==> config.mk <==
export PLATFORM = sky130hd
export DESIGN_NAME = snake_dir_ctrl_flat
export DESIGN_NICKNAME = d
export VERILOG_FILES = /design/src/rtl/snake_dir_ctrl_pkg.sv /design/src/rtl/snake_dir_ctrl_if.sv /design/src/rtl/snake_dir_queue.sv /design/src/rtl/snake_dir_ctrl.sv /design/src/flat_wrapper.sv
export SDC_FILE = /design/constraint.sdc
export NUM_CORES = 1
export LEC_CHECK = 0
export BUFFER_PORTS_ARGS = -buffer_cell sky130_fd_sc_hd__buf_2
export CORE_UTILIZATION = 39
export DETAILED_ROUTE_END_ITERATION = 12
export GPL_TIMING_DRIVEN = 0
export SYNTH_ARGS = -nofsm -noshare
export SYNTH_HDL_FRONTEND = slang
export SYNTH_SLANG_ARGS = --single-unit
==> constraint.sdc <==
create_clock -name clk -period 3.7 [get_ports clk]
set_input_delay 0.37 -clock clk [delete_from_list [all_inputs] [get_ports clk]]
set_output_delay 0.37 -clock clk [all_outputs]
set_load 0.03 [all_outputs]
==> src/rtl/snake_dir_ctrl_pkg.sv <==
// Shared types for the snake direction controller.
// Direction encoding, reversal helper and widths.
package snake_pkg;

  localparam int DIR_W = 2;

  typedef enum logic [DIR_W-1:0] {
    LEFT  = 2'b00,
    RIGHT = 2'b01,
    UP    = 2'b10,
    DOWN  = 2'b11
  } dir_t;

  function automatic dir_t opposite(dir_t d);
    dir_t o;
    o = RIGHT;
    unique case (d)
      LEFT:  o = RIGHT;
      RIGHT: o = LEFT;
      UP:    o = DOWN;
      DOWN:  o = UP;
    endcase
    return o;
  endfunction

endpackage

==> src/rtl/snake_dir_ctrl_if.sv <==
// Key/tick inputs and direction/status outputs of the controller.
// SNAKE_DIR_TURNCNT_EN adds the per-player turn counters.
interface snake_dir_ctrl_if #(
  parameter int NUM_PLAYERS = 2
);
  import snake_pkg::*;

  logic [NUM_PLAYERS-1:0]       key_r;
  logic [NUM_PLAYERS-1:0]       key_l;
  logic [NUM_PLAYERS-1:0]       key_u;
  logic [NUM_PLAYERS-1:0]       key_d;
  logic                         move_tick;
  logic [DIR_W*NUM_PLAYERS-1:0] dir;
  logic [NUM_PLAYERS-1:0]       dir_chg;
  logic [NUM_PLAYERS-1:0]       q_full;
  logic [NUM_PLAYERS-1:0]       q_ovf;
`ifdef SNAKE_DIR_TURNCNT_EN
  logic [8*NUM_PLAYERS-1:0]     turn_cnt;

  modport master (
    output key_r, key_l, key_u, key_d,
    output move_tick,
    input  dir, dir_chg, q_full, q_ovf,
    input  turn_cnt
  );

  modport slave (
    input  key_r, key_l, key_u, key_d,
    input  move_tick,
    output dir, dir_chg, q_full, q_ovf,
    output turn_cnt
  );
`else
  modport master (
    output key_r, key_l, key_u, key_d,
    output move_tick,
    input  dir, dir_chg, q_full, q_ovf
  );

  modport slave (
    input  key_r, key_l, key_u, key_d,
    input  move_tick,
    output dir, dir_chg, q_full, q_ovf
  );
`endif

endinterface

==> src/rtl/snake_dir_queue.sv <==
// Per-player FIFO of pending turns.
// Exposes head (next to apply) and tail (last queued) for validation.
module snake_dir_queue
  import snake_pkg::*;
#(
  parameter int QDEPTH = 4
) (
  input  logic clk,
  input  logic reset,
  input  logic push,
  input  logic pop,
  input  dir_t din,
  output dir_t head,
  output dir_t tail,
  output logic full,
  output logic empty
);

  localparam int PW = $clog2(QDEPTH);
  localparam int CW = PW + 1;

  dir_t          mem [QDEPTH];
  logic [PW-1:0] wr_ptr;
  logic [PW-1:0] rd_ptr;
  logic [CW-1:0] count;
  logic [PW-1:0] last;

  assign last  = wr_ptr - 1'b1;
  assign head  = mem[rd_ptr];
  assign tail  = mem[last];
  assign full  = (count == CW'(QDEPTH));
  assign empty = (count == '0);

  // Storage: write the new turn at the tail slot.
  always_ff @(posedge clk) begin
    if (push) begin
      mem[wr_ptr] <= din;
    end
  end

  // Pointers and occupancy; push+pop leaves the count unchanged.
  always_ff @(posedge clk) begin
    if (reset) begin
      wr_ptr <= '0;
      rd_ptr <= '0;
      count  <= '0;
    end else begin
      if (push) wr_ptr <= wr_ptr + 1'b1;
      if (pop)  rd_ptr <= rd_ptr + 1'b1;
      unique case ({push, pop})
        2'b10:   count <= count + 1'b1;
        2'b01:   count <= count - 1'b1;
        default: count <= count;
      endcase
    end
  end

endmodule

==> src/rtl/snake_dir_ctrl.sv <==
// Multi-player snake direction controller with turn queues.
// Optional SNAKE_DIR_TURNCNT_EN adds 8-bit applied-turn counters.
module snake_dir_ctrl
  import snake_pkg::*;
#(
  parameter int   NUM_PLAYERS = 2,
  parameter int   QDEPTH      = 4,
  parameter dir_t INIT_DIR    = RIGHT
) (
  input logic             clk,
  input logic             reset,
  snake_dir_ctrl_if.slave bus
);

  for (genvar p = 0; p < NUM_PLAYERS; p++) begin : g_pl

    logic [3:0] key_now;
    logic [3:0] key_q;
    logic [3:0] press;
    logic [3:0] win;
    logic       has;
    dir_t       cand;
    dir_t       rdir;
    dir_t       head;
    dir_t       tail;
    dir_t       dir_q;
    logic       full;
    logic       empty;
    logic       accept;
    logic       pop;
    logic       push;
    logic       ovf;
    logic       chg_q;
    logic       ovf_q;

    assign key_now = {bus.key_u[p], bus.key_d[p],
                      bus.key_l[p], bus.key_r[p]};
    assign press   = key_now & ~key_q;

    assign win[3] = press[3];
    assign win[2] = press[2] & ~press[3];
    assign win[1] = press[1] & ~|press[3:2];
    assign win[0] = press[0] & ~|press[3:1];

    // Pick the single winning press: U > D > L > R.
    always_comb begin
      has  = 1'b1;
      cand = RIGHT;
      unique case (1'b1)
        win[3]:  cand = UP;
        win[2]:  cand = DOWN;
        win[1]:  cand = LEFT;
        win[0]:  cand = RIGHT;
        default: has  = 1'b0;
      endcase
    end

    assign rdir   = empty ? dir_q : tail;
    assign accept = has && (cand != rdir) &&
                    (cand != opposite(rdir));
    assign pop    = bus.move_tick & ~empty;
    assign push   = accept & (~full | pop);
    assign ovf    = accept & full & ~pop;

    snake_dir_queue #(
      .QDEPTH (QDEPTH)
    ) u_q (
      .clk   (clk),
      .reset (reset),
      .push  (push),
      .pop   (pop),
      .din   (cand),
      .head  (head),
      .tail  (tail),
      .full  (full),
      .empty (empty)
    );

    // Key history, applied direction and one-cycle flags.
    always_ff @(posedge clk) begin
      key_q <= key_now;
      if (reset) begin
        dir_q <= INIT_DIR;
        chg_q <= 1'b0;
        ovf_q <= 1'b0;
      end else begin
        if (pop) dir_q <= head;
        chg_q <= pop;
        ovf_q <= ovf;
      end
    end

    assign bus.dir[DIR_W*p +: DIR_W] = dir_q;
    assign bus.dir_chg[p]            = chg_q;
    assign bus.q_ovf[p]              = ovf_q;
    assign bus.q_full[p]             = full;

`ifdef SNAKE_DIR_TURNCNT_EN
    logic [7:0] cnt_q;

    // Count applied turns, wrapping at 256.
    always_ff @(posedge clk) begin
      if (reset) begin
        cnt_q <= '0;
      end else if (pop) begin
        cnt_q <= cnt_q + 8'd1;
      end
    end

    assign bus.turn_cnt[8*p +: 8] = cnt_q;
`endif

  end

endmodule
==> src/flat_wrapper.sv <==
// flat-port wrapper written by rule: the top's interface ports become plain ports
module snake_dir_ctrl_flat import snake_pkg::*;
#(
  parameter int   NUM_PLAYERS = 2,
  parameter int   QDEPTH      = 4,
  parameter dir_t INIT_DIR    = RIGHT
)
  (clk, reset, bus_key_r, bus_key_l, bus_key_u, bus_key_d, bus_move_tick, bus_dir, bus_dir_chg, bus_q_full, bus_q_ovf);
  snake_dir_ctrl_if #(.NUM_PLAYERS(NUM_PLAYERS)) bus_i ();
  input logic clk;
  input logic reset;
  input wire logic [$bits(bus_i.key_r)-1:0] bus_key_r;
  input wire logic [$bits(bus_i.key_l)-1:0] bus_key_l;
  input wire logic [$bits(bus_i.key_u)-1:0] bus_key_u;
  input wire logic [$bits(bus_i.key_d)-1:0] bus_key_d;
  input wire logic [$bits(bus_i.move_tick)-1:0] bus_move_tick;
  output wire logic [$bits(bus_i.dir)-1:0] bus_dir;
  output wire logic [$bits(bus_i.dir_chg)-1:0] bus_dir_chg;
  output wire logic [$bits(bus_i.q_full)-1:0] bus_q_full;
  output wire logic [$bits(bus_i.q_ovf)-1:0] bus_q_ovf;
  assign bus_i.key_r = bus_key_r;
  assign bus_i.key_l = bus_key_l;
  assign bus_i.key_u = bus_key_u;
  assign bus_i.key_d = bus_key_d;
  assign bus_i.move_tick = bus_move_tick;
  assign bus_dir = bus_i.dir;
  assign bus_dir_chg = bus_i.dir_chg;
  assign bus_q_full = bus_i.q_full;
  assign bus_q_ovf = bus_i.q_ovf;
  snake_dir_ctrl #(.NUM_PLAYERS(NUM_PLAYERS), .QDEPTH(QDEPTH), .INIT_DIR(INIT_DIR)) u_core (.clk(clk), .reset(reset), .bus(bus_i));
endmodule
==> results_dict.tcl, run 1 <==
set metrics [dict create \
    yosysWarningCount 0 \
    switching_share_pct 37.7 \
    initial_core_util_pct 41.6 \
    maxCapViolCount 0 \
    worstPathMaxFanout 6 \
    slew_viol_final 0 \
    die_w_um 79.6 \
    setup_viol 0 \
    crit_arrival_ps 3250 \
    ant_nets 0 \
    p_per_area_nw_per_um2 720 \
    rr_worst_depth 10 \
    p_leak_nw 1.02 \
    post-route-period-util_pct 82.5 \
    fin_skew_ps 5.97 \
    synthArstFlopShare_pct 0 \
    final_net_count 270 \
    synth_nets 243 \
    io_pins 21 \
    cts-hold-fix-buffers 0 \
    detail_route.wl_per_cell_um 14.0 \
    coreArea_um2 5640 \
    final_cells 322 \
    tns_ps 0 \
    drt_iter0_drc 74 \
    portBuffers 20 \
    worstSetupStartpointType "flop" \
    crit_start "u_core.g_pl[0].u_q.wr_ptr[0]" \
    power.internal_mw 1.19 \
    hold_viol_final 0 \
    syn_inst 222 \
    wl_um 4520 \
    ys_ff_latch 46 \
    whs_path_depth 1 \
    cts-resized-gates 0 \
    via_per_inst 5.22 \
    cts_num_sinks 46 \
    post-route-util_pct 47.0 \
    clk_latency_ps 300 \
    final_layout_size_suffix_gt1_share_pct 20.4 \
    cts_buffer_depth 2 \
    drc 0 \
    overflow 0 \
    clkPwrFrac_pct 19.7 \
    die_area_um2 6340 \
    r2r-start "u_core.g_pl[0].u_q.wr_ptr[0]" \
    cp-endpoint "u_core.g_pl[0].u_q.count[2]" \
    worstSetupPathType "flop to flop" \
    fp-row-count 27 \
    clock.fmax_mhz 328 \
    synth_edf_count 16 \
    p_comb_share_pct 41.5 \
    hp-class "input port to flop" \
    timing.rr.end "u_core.g_pl[0].u_q.count[2]" \
    seqPwrFrac_pct 38.8 \
    worstMarginPinSlew_ps 537 \
    cts-root-buf "clkbuf_8" \
    seq_area_frac_synth_pct 46.0 \
    synth_top_area_share_pct 25.6 \
    mappedNetlistArea_um2 2350 \
    postCtsSetupRepairBufs 0 \
    antenna_cells 0 \
    ys.flop_type "dfxtp_1" \
    antenna_found_initial 0 \
    cts_buffers 5 \
    cts_tree "yes" \
    grt_first_pass_wirelength_um 7780 \
    grt_pass1_vias 1593 \
    synthTopCellsByArea "dfxtp_1 (26%), edfxtp_1 (20%), mux4_2 (5.8%), ha_1 (4.3%), nand2_1 (3.2%)" \
    dp_cells 314 \
    drt-pass1-iter-count 4 \
    maxSlewHeadroom_pct 64.1 \
    p_sw_uw 720 \
    status "complete, no violations" \
    grt_use_total_pct 16.3 \
    rsz0062_at_grt "no" \
    avgSynthCellArea_um2 10.6 \
    vias 1682 \
    crit_required_ps 3900 \
    synth_top_area_cell "dfxtp_1" \
    die_y_um 79.6 \
    syn_to_final_growth_pct 12.8 \
    fin_crit_ps 3050 \
    synth.distinct_cells 50 \
    grt_max_degree 15 \
    cts.clk_slew.worst_paths_ps 90 \
    vdd_drop_max_mv 0.266 \
    rrSetupSlack_ps 650 \
    place_congestion 0.787 \
    crit_path_end_kind "flop" \
    dp_hpwl_um 3370 \
    h-tree-depth 2 \
]
how the worst min path moves through the flow:
stage                                  startpoint                 endpoint  slack [ps]
after floorplan                      bus_key_r[0]  u_core.g_pl[0].key_q[0]         400
after detailed placement  u_core.g_pl[0].dir_q[0]  u_core.g_pl[0].dir_q[0]         460
after CTS                            bus_key_l[0]  u_core.g_pl[0].key_q[1]         170
after global placement    u_core.g_pl[0].dir_q[0]  u_core.g_pl[0].dir_q[0]         450
after global routing                 bus_key_l[0]  u_core.g_pl[0].key_q[1]         170
final                                bus_key_l[0]  u_core.g_pl[0].key_q[1]         170
cell usage in the layout, fill, tap and decap left out, types with 2 or more instances in the layout:
cell and instances:
nand3_1 6, nor4b_1 3, nor3b_1 4, nand4_1 2, o21ai_0 9, and2_1 7
ha_1 8, a211oi_1 3, mux4_2 6, fa_1 2, o311ai_1 3, dfxtp_1 30
clkbuf_1 8, nor2b_1 5, and3_2 4, nor2_1 16, xnor2_1 2, a311oi_1 2
clkbuf_8 5, a21oi_1 10, buf_4 6, nand3b_1 2, nand2_1 20, inv_1 6
nand2b_1 9, mux2i_1 5, or3_1 2, buf_2 20, nor3_1 4, edfxtp_1 16
xor2_1 2
Yosys cell counts, types with 6 or more instances:
cell and instances:
and2_1 7, mux4_2 6, clkbuf_1 7, buf_4 6, o21ai_0 9, ha_1 8
nor2_1 16, a21oi_1 10, edfxtp_1 16, nand3_1 6, nand2_1 20, dfxtp_1 30
inv_1 6, nand2b_1 9
kinds of logic (layout without fill, tap and decap cells):
kind of cell	Yosys count	count (layout)	share of synthesized area, %
simple gates	90	90	20.8
flops	46	46	46.0
compound gates	39	39	12.0
buf+inv	20	48	4.16
mux	13	13	9.48
fa+ha+maj	10	10	5.97
xor+xnor	4	4	1.49
per-stage QoR:
| step | instance area (um^2) | hold WS [ps] | setup WS [ps] | power, mW |
|---|---|---|---|---|
| floorplan | 2350 | 398 | 932 | 1.36 |
| global placement | 2540 | 451 | 698 | 1.53 |
| detailed placement | 2540 | 459 | 690 | 1.55 |
| CTS | 2650 | 165 | 678 | 1.92 |
| global route | 2650 | 166 | 452 | 2.05 |
| finish | 2650 | 172 | 647 | 1.91 |
cell type report:
cell class	count	area [um^2]
Clock buffer	6	72.6
Buffer	14	75.1
Inverter	6	22.5
Timing Repair Buffer	20	100
Fill cell	535	2990
Multi-Input combinational cell	156	1170
Tap cell	72	90.1
Sequential cell	46	1080
Clock inverter	2	37.5
registers in the layout (all words and copies together) (netlist names):
register / cells
u_core.g_pl.u_q.mem: 16
u_core.g_pl.key_q: 8
u_core.g_pl.u_q.count: 6
u_core.g_pl.dir_q: 4
u_core.g_pl.u_q.rd_ptr: 4
u_core.g_pl.u_q.wr_ptr: 4
u_core.g_pl.chg_q: 2
u_core.g_pl.ovf_q: 2
per-layer routing:
metal,wire length (um),global-route usage (%),share of wire (%)
met1,2220,22.9,49
met3,207,3.66,4.6
met2,2020,24.1,45
met5,0,0,0
met4,70,6.73,1.6
power by group through the flow:
| stage | registers [mW] | clock network (mW) | logic (mW) |
|---|---|---|---|
| global placement | 0.751 | 0 | 0.783 |
| CTS | 0.742 | 0.383 | 0.798 |
| finish | 0.741 | 0.376 | 0.792 |
| detailed placement | 0.755 | 0 | 0.791 |
| global route | 0.760 | 0.405 | 0.884 |
| floorplan | 0.754 | 0 | 0.607 |
worst max-delay path, stage by stage, from the launching register on:
cell      delay (ps)
dfxtp_1          440
inv_1            110
ha_1             330
mux4_2           370
a21o_1           220
and3_1           200
fa_1             430
or3b_2           510
o21ai_0          170
a311oi_1          70
o311ai_1         110
No activity file was read; power rests on OpenSTA's default activity.
==> inputs of run 2 (changes only) <==
--- a/config.mk
+++ b/config.mk
@@ -5,6 +5,7 @@
 export SDC_FILE = /design/constraint.sdc
 export NUM_CORES = 1
 export LEC_CHECK = 0
+export ABC_AREA = 1
 export BUFFER_PORTS_ARGS = -buffer_cell sky130_fd_sc_hd__buf_2
 export CORE_UTILIZATION = 39
 export DETAILED_ROUTE_END_ITERATION = 12
==> constraint.sdc (replaced) <==
create_clock -name clk -period 2.48 [get_ports clk]
set_input_delay 0.248 -clock clk [delete_from_list [all_inputs] [get_ports clk]]
set_output_delay 0.248 -clock clk [all_outputs]
set_load 0.03 [all_outputs]
==> results_dict.tcl, run 2 <==
set metrics [dict create \
    clkPwrFrac_pct 15.9 \
    synth.distinct_cells 31 \
    worst_slack_ps 193 \
    worstSetupPathType "flop to flop" \
    ant_nets 0 \
    grt_max_degree 15 \
    synth_most_common_cell "inv_1" \
    clock.fmax_mhz 437 \
    synthTopCellsByArea "dfxtp_1 (28%), edfxtp_1 (22%), inv_1 (7.9%), nand2_1 (6.0%), nor2_1 (5.2%)" \
    syn_to_final_growth_pct 13.1 \
    avgSynthCellArea_um2 8.55 \
    maxCapViolCount 0 \
    cts_tree "yes" \
    antenna_found_initial 0 \
    layout_common_cells "inv_1 (46), nand2_1 (35), nor2_1 (30)" \
    syn_inst 255 \
    synthArstFlopShare_pct 0 \
    die_w_um 76.8 \
    initial_core_util_pct 41.6 \
    dp_hpwl_um 2800 \
    fin_skew_ps 7.60 \
    ys_ff_latch 46 \
    overflow 0 \
    fp-row-count 26 \
    io_pins 21 \
    die_area_um2 5890 \
    place_congestion 0.745 \
    largest_reg_flops 16 \
    fin_crit_ps 2290 \
    cts_num_sinks 46 \
    vias 1595 \
    postPlaceCellArea_um2 2360 \
    slew_viol_final 0 \
    grt_use_total_pct 13.6 \
    mappedNetlistArea_um2 2180 \
    worstSetupStartpointType "flop" \
    p_comb_share_pct 43.7 \
    detail_route.wl_per_cell_um 10.4 \
    cts_buffers 5 \
    hp-class "input port to flop" \
    cts_buffer_depth 2 \
    final_cells 352 \
    final_net_count 302 \
    switching_share_pct 41.9 \
    postCtsSetupRepairBufs 0 \
    post-route-period-util_pct 92.2 \
    vdd_drop_max_mv 0.469 \
    seqPwrFrac_pct 40.4 \
    crit_path_end_kind "flop" \
    status "complete, no violations" \
    die_y_um 76.8 \
    grt_pass1_vias 1461 \
    final_layout_size_suffix_gt1_share_pct 20.6 \
    synth_top_area_cell "dfxtp_1" \
    layout_commonest_cell "inv_1" \
    h-tree-depth 2 \
    coreArea_um2 5240 \
    dp_cells 344 \
    seq_area_frac_synth_pct 49.6 \
    p_sw_mw 1.16 \
    yosysWarningCount 0 \
    hold_viol_final 0 \
    crit_required_ps 2670 \
    drt-pass1-iter-count 4 \
    p_leak_nw 1.14 \
    top_regs "u_core.g_pl.u_q.mem: 16 flops, u_core.g_pl.key_q: 8 flops, u_core.g_pl.u_q.count: 6 flops" \
    grt_first_pass_wirelength_um 6360 \
    antenna_cells 0 \
    power.internal_mw 1.61 \
    ys.flop_type "dfxtp_1" \
    drc 0 \
    via_per_inst 4.53 \
    maxSlewHeadroom_pct 78.0 \
    total_power_mw 2.77 \
    clk_latency_ps 290 \
    drt_iter0_drc 82 \
    tns_ps 0 \
    synth_top_area_share_pct 27.6 \
    setup_viol 0 \
    cts-root-buf "clkbuf_8" \
    pre_cts_slack_ps 139 \
    synthTopCellsByCount "inv_1 (46), nand2_1 (35), dfxtp_1 (30), nor2_1 (30)" \
    p_per_area_nw_per_um2 1120 \
    wl_um 3650 \
    synth_edf_count 16 \
    worstMarginPinSlew_ps 331 \
    synth_nets 276 \
    top_register "u_core.g_pl.u_q.mem" \
    worstPathMaxFanout 6 \
    portBuffers 19 \
    cts.clk_slew.worst_paths_ps 90 \
    crit_arrival_ps 2480 \
    final_area_um2 2460 \
]
run 2: cell types whose count changed after synthesis, moves of 5 or more:
cell,previous run,this run
inv_1,6,46
nand2_1,20,35
nor2_1,16,30
nand2b_1,9,0
and2_1,7,0
clkbuf_1,7,0
nand2_2,0,7
a21oi_1,10,16
mux4_2,6,0
nand3_1,6,12
mux2i_1,5,0
nor2b_1,5,0
o21ai_0,9,14
run 2: path summary, 6_finish.rpt:
| path | from | end | slack, ps | cells after the start |
|---|---|---|---|---|
| min | bus_key_r[0] | u_core.g_pl[0].key_q[0] | 70 | 1 |
| max | u_core.g_pl[0].u_q.wr_ptr[0] | u_core.g_pl[0].u_q.count[2] | 190 | 15 |
| max reg2reg | u_core.g_pl[0].u_q.wr_ptr[0] | u_core.g_pl[0].u_q.count[2] | 190 | 15 |
| min reg2reg | u_core.g_pl[0].dir_q[0] | u_core.g_pl[0].dir_q[0] | 460 | 1 |
run 2: per-stage QoR:
| stage | utilization (%) | hold WS, ps |
|---|---|---|
| detailed placement | 45.1 | 369 |
| CTS | 46.8 | 57.4 |
| finish | 47.1 | 69.5 |
| global route | 47.1 | 53.2 |
| global placement | 45.1 | 367 |
| floorplan | - | 276 |
run 2: critical path, stage by stage (launching register included):
cell and delay, ps:
dfxtp_4 380, inv_2 70, ha_1 320, inv_1 70
nand3_1 100, nand3_1 90, nand3_2 100, nand2_4 120
inv_4 40, nand2_4 60, inv_1 50, fa_1 390
inv_1 70, nand4_1 110, a21oi_1 160, nor2_1 60
run 2: power groups by stage:
stage / sequential (mW) / clock (mW) / combinational, mW
global route: 1.15 / 0.493 / 1.41
detailed placement: 1.13 / 0 / 1.20
global placement: 1.12 / 0 / 1.18
floorplan: 1.14 / 0 / 0.934
CTS: 1.11 / 0.460 / 1.21
finish: 1.12 / 0.440 / 1.21
run 2: cell type report:
class	count	area (um^2)
plain buffers	8	57.6
clock buffers	6	72.6
clock inverters	2	13.8
fillers	515	2770
inverters	51	194
multi-input cells	150	856
flip-flops and latches	46	1090
well taps	70	87.6
repair buffers	19	95.1
run 2: metal layers:
layer  share of wire [%]  global-route usage [%]  wire, um
met2                  44                    20.9      1620
met1                  51                    18.3      1860
met4                 1.2                    5.19        42
met3                 3.4                    3.21       123
met5                   0                       0         0
run 2: timing repair:
item                                    4_1_cts  5_1_grt
endpoints found under the hold margin         0        0
hold buffers                                  0        0
endpoints found under the setup margin        0        2
gates resized for setup                       0        6
run 2: logic make-up (layout without fill, tap and decap cells):
logic type | count (synthesis) | count (layout) | synth area share [%]
flip-flops | 46 | 46 | 49.6
adder cells (fa/ha/maj) | 10 | 10 | 6.43
AND/OR/NAND/NOR | 100 | 100 | 22.0
buffers and inverters | 59 | 86 | 11.5
AO/OA/AOI/OAI | 40 | 40 | 10.4
